--- src/rtl/timer_count_core.sv ---
// Timer counter core: loadable up-counter with compare match, wrap status,
// debug halt handling and a masked interrupt line.
module timer_count_core #(
    parameter int unsigned CNT_W = 64
) (
    input  logic             sys_clk,
    input  logic             sys_rst_n,
    input  logic             cnt_en,
    input  logic             timer_en,
    input  logic             halt_req,
    input  logic             dbg_mode,
    input  logic             cnt_wr,
    input  logic [CNT_W-1:0] cnt_wdata,
    input  logic             cmp_wr,
    input  logic [CNT_W-1:0] cmp_wdata,
    input  logic             int_en,
    input  logic             int_clr,
    input  logic             ovf_clr,
    output logic [CNT_W-1:0] cnt,
    output logic [CNT_W-1:0] cmp,
    output logic             int_st,
    output logic             ovf_st,
    output logic             tim_int,
    output logic             halt_ack
);

    localparam logic [CNT_W-1:0] ALL_ONES = '1;

    logic [CNT_W-1:0] cnt_q, cnt_d;
    logic [CNT_W-1:0] cmp_q, cmp_d;
    logic             int_st_q, int_st_d;
    logic             ovf_st_q, ovf_st_d;
    logic             halt_ack_q, halt_ack_d;
    logic             tim_en_q, tim_en_d;

    logic halted_c;
    logic inc_c;
    logic fall_c;
    logic wrap_c;
    logic match_c;

    // Qualified count enable; halt only takes effect in debug mode
    always_comb begin
        halted_c = halt_req & dbg_mode;
        inc_c    = cnt_en & timer_en & ~halted_c;
        fall_c   = tim_en_q & ~timer_en;
        wrap_c   = inc_c & ~cnt_wr & ~fall_c & (cnt_q == ALL_ONES);
        match_c  = (cnt_q == cmp_q);
    end

    // Next-state: register write beats enable-drop clear beats increment
    always_comb begin
        cnt_d      = cnt_q;
        cmp_d      = cmp_q;
        int_st_d   = int_st_q;
        ovf_st_d   = ovf_st_q;
        halt_ack_d = halted_c;
        tim_en_d   = timer_en;

        if (cnt_wr) begin
            cnt_d = cnt_wdata;
        end else if (fall_c) begin
            cnt_d = '0;
        end else if (inc_c) begin
            cnt_d = cnt_q + CNT_W'(1);
        end

        if (cmp_wr) begin
            cmp_d = cmp_wdata;
        end

        // Status set has priority over the write-1-to-clear pulse
        if (match_c) begin
            int_st_d = 1'b1;
        end else if (int_clr) begin
            int_st_d = 1'b0;
        end

        if (wrap_c) begin
            ovf_st_d = 1'b1;
        end else if (ovf_clr) begin
            ovf_st_d = 1'b0;
        end
    end

    always_ff @(posedge sys_clk or negedge sys_rst_n) begin
        if (!sys_rst_n) begin
            cnt_q      <= '0;
            cmp_q      <= ALL_ONES;
            int_st_q   <= 1'b0;
            ovf_st_q   <= 1'b0;
            halt_ack_q <= 1'b0;
            tim_en_q   <= 1'b0;
        end else begin
            cnt_q      <= cnt_d;
            cmp_q      <= cmp_d;
            int_st_q   <= int_st_d;
            ovf_st_q   <= ovf_st_d;
            halt_ack_q <= halt_ack_d;
            tim_en_q   <= tim_en_d;
        end
    end

    assign cnt      = cnt_q;
    assign cmp      = cmp_q;
    assign int_st   = int_st_q;
    assign ovf_st   = ovf_st_q;
    assign halt_ack = halt_ack_q;
    // Only the interrupt mask reaches the output combinationally
    assign tim_int  = int_st_q & int_en;

endmodule

--- config.mk ---
export PLATFORM = sky130hd
export DESIGN_NAME = timer_count_core
export DESIGN_NICKNAME = d
export VERILOG_FILES = /design/src/rtl/timer_count_core.sv
export SDC_FILE = /design/constraint.sdc
export NUM_CORES = 1
export LEC_CHECK = 0
export CAP_MARGIN = 0
export CORE_ASPECT_RATIO = 0.8
export CORE_MARGIN = 10
export CORE_UTILIZATION = 47
export CTS_CLUSTER_SIZE = 20
export DETAILED_ROUTE_END_ITERATION = 7
export GPL_ROUTABILITY_DRIVEN = 1
export PLACE_DENSITY = 0.82
export SLEW_MARGIN = 20
export SYNTH_ARGS = -nofsm -noshare
export SYNTH_HDL_FRONTEND = slang
export SYNTH_SLANG_ARGS = --single-unit
export TNS_END_PERCENT = 100
--- constraint.sdc ---
create_clock -name sys_clk -period 2.55 [get_ports sys_clk]
set_input_delay 0.255 -clock sys_clk [delete_from_list [all_inputs] [get_ports sys_clk]]
set_output_delay 0.255 -clock sys_clk [all_outputs]
set_load 0.01 [all_outputs]
-- After elaboration in Yosys (flattened, before gate mapping)
Cells that the tools add are included.
- eq/ne operators: 2
- reductions and logical operators: 3
- bitwise logic cells: 12
- $add $sub $neg: 1
- muxes and demuxes: 7
- operators with widths (kind ; number):
    64-bit two-way mux ; 3
    64-bit by 1-bit adder with 64-bit output (second input constant) ; 1
    64-bit == test ; 1
    64-bit == test (second input constant) ; 1
    1-bit bitwise AND ; 8
    1-bit two-way mux ; 4
    1-bit inverter ; 4
    2-bit nonzero test ; 2
    3-bit nonzero test ; 1
- input bits: 139
- bits in registers: 132

-- Depth between registers and ports, before layout
Gate-level depths: netlist of run 1.
- word-level depth: 7
- depth in mapped cells: 8
- mapped depth without buffers: 6

-- Least setup slack after synthesis of run 1
No wires, ideal clock.
- path type: register -> register
- from: register cnt_q[3] (netlist: cnt[3])
- to: register cnt_q[44] (netlist: cnt[44])
- data arrival time: 2.043 ns
- period minus slack after synthesis: 2.166 ns
- stages on the path, launching flop included: 7
- setup time: 0.123 ns
- required time: 2.427 ns
- setup slack: 0.384 ns
- cell sequence: dfrtp_1 -> buf_2 -> nand4_4 -> or4_4 -> nor3_4 -> a41oi_1 -> o221a_1
- longest elaborated chain between the ends: 4
- RTL lines (what ; RTL line ; source):
    start: declaration ; 29 ; logic [CNT_W-1:0] cnt_q, cnt_d;
    start signal: assignment ; 95 ; cnt_q <= cnt_d;
    64-bit by 1-bit adder with 64-bit output ; 65 ; cnt_d = cnt_q + CNT_W'(1);
    64-bit two-way mux ; 64 ; end else if (inc_c) begin
    64-bit two-way mux ; 62 ; end else if (fall_c) begin
    64-bit two-way mux ; 60 ; if (cnt_wr) begin
No other way between the ends. The select of a mux whose other input is x is not followed.
A chain may end at the register's enable or synchronous reset.

-- Worst setup path after layout of run 1
- from: register cnt_q[36] (netlist: cnt[36])
- to: register cnt_q[49] (netlist: cnt[49])
Same word-level chain as after synthesis.

==> reports/qor.yml, run 1 <==
status: "complete, no violations"
worst_pin_slew_ns: 0.618
post-route-drc-count: 0
die_area_sq_um: 22700
cts_tree: "yes"
finalNetCount: 1290
wl_per_cell_um: 25.3
hold_path_class: "in -> reg"
drive_gt1_frac: 0.225
viasPerCell: 6.25
p_leak_uw: 0.00450
cp-start-kind: "flip-flop"
grt_pass1_wl_um: 53100
synth.largest_area_cell: "dfrtp_1"
total_power_uw: 6880
yosysMostFrequentCell: "nand2_1"
grt_max_degree: 79
antenna_found_initial: 1
drt-pass1-iter-count: 6
place_area_sq_um: 11400
seq_area_frac_synth: 0.421
max_slew_margin: 0.588
setup_viol: 0
synth_edf_count: 0
ctsRootBufferMaster: "clkbuf_16"
gr-total-overflow: 0
design_area_sq_um: 12000
required_ns: 2.89
grt_pass1_vias: 8682
ys_types: 65
drt_iter0_drc: 1149
dp_hpwl_um: 27000
die_x_um: 166
initial_core_util: 0.482
synth_area_sq_um: 8030
fmax_mhz: 405
htree_levels: 4
critical_path_class: "reg -> reg"
cts_setup_buffers: 0
placedCellCount: 1350
vias: 8644
rows: 42
power_density_nw_per_um2: 574
track_usage: 0.298
clkSinkCount: 132
ys_ff_latch: 132
synthTopCellsByCount: "nand2_1, dfrtp_1, xnor2_1"
cts_buffers: 17
min_period_over_period: 0.968
crit_path_end_kind: "flip-flop"
yosysTopAreaCellShare: 0.212
finClkSkew_ns: 0.00951
synth_fp_nets: 984
arrival_ns: 2.81
stdcell_count: 1383
syn2layout_area_growth_pct: 49.2
n_antenna_cell: 0
grt_setup_unrepaired: "no"
ys_top_cells_by_area: "dfrtp_1, dfstp_2, mux2_2"
core_area_sq_um: 16700
whs_path_depth: 1
clkTransAtPathRegs_ns: 0.06
async_flop_share: 1.00
cap_violations: 0
postRouteAntennaNets: 0
yosys_warnings: 0
finalHoldViolations: 0
vdd_drop_max_mv: 0.439
clockBufferDepth: 2
portBuffers: 270
finalWirelength_um: 34900
avgSynthCellArea_sq_um: 9.51
postSynthCellCount: 844
insertion_delay_ns: 0.43
die-height_um: 137
gp_congestion: 0.978
io_pins: 271
synth_top_flop_cell: "dfrtp_1"
cp_max_fo: 5
worst_r2r_path_depth: 7
layout_min_cycle_time_ns: 2.47
maxSlewViolCount: 0
tns_ns: 0
[state kept, by name, summed over array words and instances, names as in the netlist]
| signal | count |
|---|---|
| ovf_st | 1 |
| cmp | 64 |
| cnt | 64 |
| int_st | 1 |
| tim_en_q | 1 |
| halt_ack | 1 |
[worst max-delay path, stage by stage, from the launching register on]
cell and delay (ns):
dfrtp_1 0.49, nand4_1 0.17, or4_1 0.65, buf_4 0.21
nor4_1 0.38, buf_4 0.20, a41oi_1 0.11, o21ai_0 0.18
[area by class of cell]
type | instances | area (sq um)
Multi-Input combinational cell | 642 | 4360
Clock inverter | 13 | 145
Clock buffer | 19 | 443
Timing Repair Buffer | 347 | 3330
Fill cell | 1253 | 4680
Sequential cell | 132 | 3380
Inverter | 10 | 37.5
Tap cell | 220 | 275
[kinds of logic (layout without fill, tap and decap cells)]
family | after synthesis | after routing | share of synthesized area
and+or+nand+nor | 320 | 320 | 0.223
xor gates and xnor gates | 70 | 70 | 0.0763
buffers and inverters | 70 | 389 | 0.0366
AOI/OAI and AO/OA | 187 | 187 | 0.152
DFF | 132 | 132 | 0.421
adders and majority gates | 1 | 1 | 0.00156
muxes | 64 | 64 | 0.0897
[final timing paths]
kind                       endpoint  startpoint  slack [ns]
setup reg to reg            cnt[49]     cnt[36]        0.08
min in group asynchronous   cnt[35]   sys_rst_n        0.39
setup / recovery            cnt[49]     cnt[36]        0.08
max in group asynchronous   cmp[35]   sys_rst_n        1.38
hold / removal             tim_en_q    timer_en        0.33
hold reg to reg              ovf_st      ovf_st        0.56
[where the power goes]
group	switching, uW	internal [uW]	total, uW
sequential	303	2370	2670
combinational	781	933	1710
clock	1010	1480	2490
[layer usage]
layer  track usage  routed length, um
met1         0.372              13700
met3         0.105               4400
met5             0                  9
met2         0.470              15800
met4         0.106               1050
[stage by stage]
stage | hold slack, ns | utilization | worst slack, ns
CTS | 0.318 | 0.719 | 0.178
finish | 0.333 | 0.719 | 0.0813
floorplan | -0.0406 | - | 0.384
detailed placement | 0.287 | 0.683 | 0.201
global placement | 0.298 | 0.683 | 0.202
global route | 0.352 | 0.719 | 0.0134
[layout by cell type, fill, tap and decap left out, drive strengths merged, types with 3 or more instances in the layout]
cell           instances
and3                  10
o31ai                 15
and2                  19
dfrtp                 68
or3                    9
mux2                  64
o2bb2a                 7
nand4                 45
o31a                   3
nand2                100
a21oi                 58
xnor2                 66
a32o                   3
and4                   9
clkbuf                19
nor4                  27
a221oi                 5
nor3                  15
o22ai                  5
clkinv                 3
nand3                 45
nor2                  24
a31oi                  6
a2bb2oi                3
inv                   16
o21ai                 48
a211oi                 7
dfstp                 64
a41oi                  5
or4                   12
a41o                   3
clkdlybuf4s50        267
buf                   79
xor2                   4
[timing repair]
item / in CTS / in global routing
hold endpoints to repair: 21 / 0
hold buffers: 1 / 0
resized for setup: 0 / 1
endpoints found under the setup margin: 0 / 1
Note: power is estimated with default switching activity, not from simulation.
==> run 2: changes to the inputs <==
Settings changed: PLACE_DENSITY 0.82 to 0.85, TNS_END_PERCENT 100 to 5.
==> run 2 against run 1 <==
  * Via count is 0.46% lower
  * Fmax is 1.8% lower
  * Non-clock buffer count is 12 lower
  * Die area stayed put
  * Combinational power hardly changed
  * Largest cell class unchanged
  * Highest routed layer is now met4
==> reports/qor.yml, run 2 (synthesis gave the netlist of run 1 again) <==
n_antenna_cell: 0  # unchanged
crit_top_cell: "buf_4"
grt_pass1_vias: 8466  # -2.5%
grt_max_degree: 79  # unchanged
tns_ns: 0  # unchanged
max_stage_delay_ns: 0.69  # +0.04 ns
gr-total-overflow: 0  # unchanged
post-route-drc-count: 0  # unchanged
sw_frac_of_total: 0.308  # +0.00276
r2r-start: "cnt[36]"
fmax_mhz: 398  # -1.8%
viasPerCell: 6.28  # +0.41%
hold_path_class: "in -> async"
required_ns: 2.89  # about the same
p_leak_uw: 0.00445  # -1.1%
grt_setup_unrepaired: "no"
die-height_um: 137  # unchanged
critical_path_class: "reg -> reg"
cp_cell_sequence: "nand4_1 -> or4_1 -> buf_4 -> nor4_1 -> buf_4 -> a41oi_1 -> o21ai_0"
crit_path_end_kind: "flip-flop"
fin_ws_ns: 0.0357  # -0.0457 ns
grt_pass1_wl_um: 52200  # -1.8%
portBuffers: 270  # unchanged
layout_common_cells: "clkdlybuf4s50_1, nand2_1, dfrtp_1"
gp_congestion: 0.982  # +0.39%
io_pins: 271  # unchanged
syn2layout_area_growth_pct: 48.1
worst_r2r_path_depth: 7  # unchanged
slowest_stage: "or4_1"
total_power_uw: 6800  # -1.2%
cts_buffers: 17  # unchanged
insertion_delay_ns: 0.42  # about the same
power_frac_seq: 0.393  # +0.005
drive_gt1_frac: 0.216  # -0.00895
placedCellCount: 1338  # -0.89%
vdd_drop_max_mv: 0.443  # +0.75%
antenna_found_initial: 0  # -1
die_area_sq_um: 22700  # unchanged
setup_viol: 0  # unchanged
drt_iter0_drc: 1118  # -2.7%
finalWirelength_um: 34600  # -1.1%
ctsRootBufferMaster: "clkbuf_16"
rows: 42  # unchanged
htree_levels: 4  # unchanged
postRouteAntennaNets: 0  # unchanged
dp_slack_ns: 0.146  # -0.0554 ns
rr_endpoint: "cnt[49]"
cp-start-kind: "flip-flop"
pwr-share-clk: 0.356  # -0.006
stdcell_count: 1371  # -0.87%
nFillCells: 1216  # -3.0%
worstSetupStartpoint: "cnt[36]"
vias: 8604  # -0.46%
min_period_over_period: 0.986  # +0.0179
track_usage: 0.293  # -0.00532
rrSetupSlack_ns: 0.04  # -0.05 ns
die_x_um: 166  # unchanged
cap_violations: 0  # unchanged
initial_core_util: 0.482  # unchanged
drt-pass1-iter-count: 6  # unchanged
maxSlewViolCount: 0  # unchanged
cp_max_fo: 5  # unchanged
clkSinkCount: 132  # unchanged
finalHoldViolations: 0  # unchanged
clockBufferDepth: 2  # unchanged
final_common_cell: "clkdlybuf4s50_1"
combPwrFrac: 0.251  # +0.002
p_int_uw: 4710  # -1.6%
core_area_sq_um: 16700  # unchanged
dp_hpwl_um: 26700  # -1.1%
power_density_nw_per_um2: 571  # -0.49%
finClkSkew_ns: 0.0103  # +0.000755 ns
wl_per_cell_um: 25.2  # -0.22%
crit_path_end: "cnt[49]"
p_switching_uw: 2090  # -0.29%
arrival_ns: 2.85  # +0.04 ns
status: "complete, no violations"
final_core_util: 0.714  # -0.00496
worst_pin_slew_ns: 0.579  # -0.0397 ns
layout_min_cycle_time_ns: 2.51  # +0.0457 ns
max_slew_margin: 0.611  # +0.0229
finalNetCount: 1278  # -0.93%
cts_tree: "yes"
clkTransAtPathRegs_ns: 0.06  # about the same
-- run 2: what timing repair did --
item                                   CTS  global route
gates resized for setup                  0             0
buffers inserted                         0             0
endpoints found under the hold margin    9             0
hold buffers                             1             0
-- run 2: per-stage QoR --
step | instance area (sq um) | hold WS [ns]
global route | 11900 | 0.356
CTS | 11900 | 0.346
finish | 11900 | 0.355
floorplan | 8030 | -0.0406
global placement | 11300 | 0.267
detailed placement | 11300 | 0.263
-- run 2: power by group through the flow --
stage          Sequential [uW]  Combinational [uW]  Clock [uW]
2_1_floorplan             2680                 643           0
3_3_place_gp              2680                1670           0
3_5_place_dp              2690                1680           0
4_1_cts                   2660                1700        2430
5_1_grt                   2690                1800        2550
6_report                  2670                1710        2420
-- run 2: how the worst min path moves through the flow --
stage	start	end	slack, ns	cells after the start
6_report	sys_rst_n	halt_ack	0.36	2
5_1_grt	timer_en	tim_en_q	0.36	1
4_1_cts	timer_en	tim_en_q	0.35	1
3_5_place_dp	sys_rst_n	halt_ack	0.26	1
3_3_place_gp	sys_rst_n	halt_ack	0.27	1
2_1_floorplan	sys_rst_n	cnt[0]	-0.04	0
-- run 2: cell type report --
| type | instances | area [sq um] | area share |
|---|---|---|---|
| multi-input combinational | 642 | 4360 | 0.366 |
| sequential | 132 | 3380 | 0.284 |
| timing repair buffer | 335 | 3270 | 0.275 |
| clock buffer | 19 | 454 | 0.0382 |
| tap | 220 | 275 | 0.0231 |
| clock inverter | 13 | 123 | 0.0103 |
| inverter | 10 | 37.5 | 0.00316 |
-- run 2: critical path, delay by kind of cell (launching register included) --
| kind | cells | cell delay, ns |
|---|---|---|
| AND/OR/NAND/NOR | 3 | 1.26 |
| flip-flops | 1 | 0.50 |
| buffers and inverters | 2 | 0.42 |
| AO/OA/AOI/OAI | 2 | 0.24 |
-- run 2: routing by layer --
layer / track usage / vias to the layer above / part of all wire
li1: - / 3739 / -
met1: 0.373 / 4110 / 0.39
met2: 0.454 / 652 / 0.45
met3: 0.102 / 103 / 0.13
met4: 0.104 / 0 / 0.035
met5: 0 / - / 0
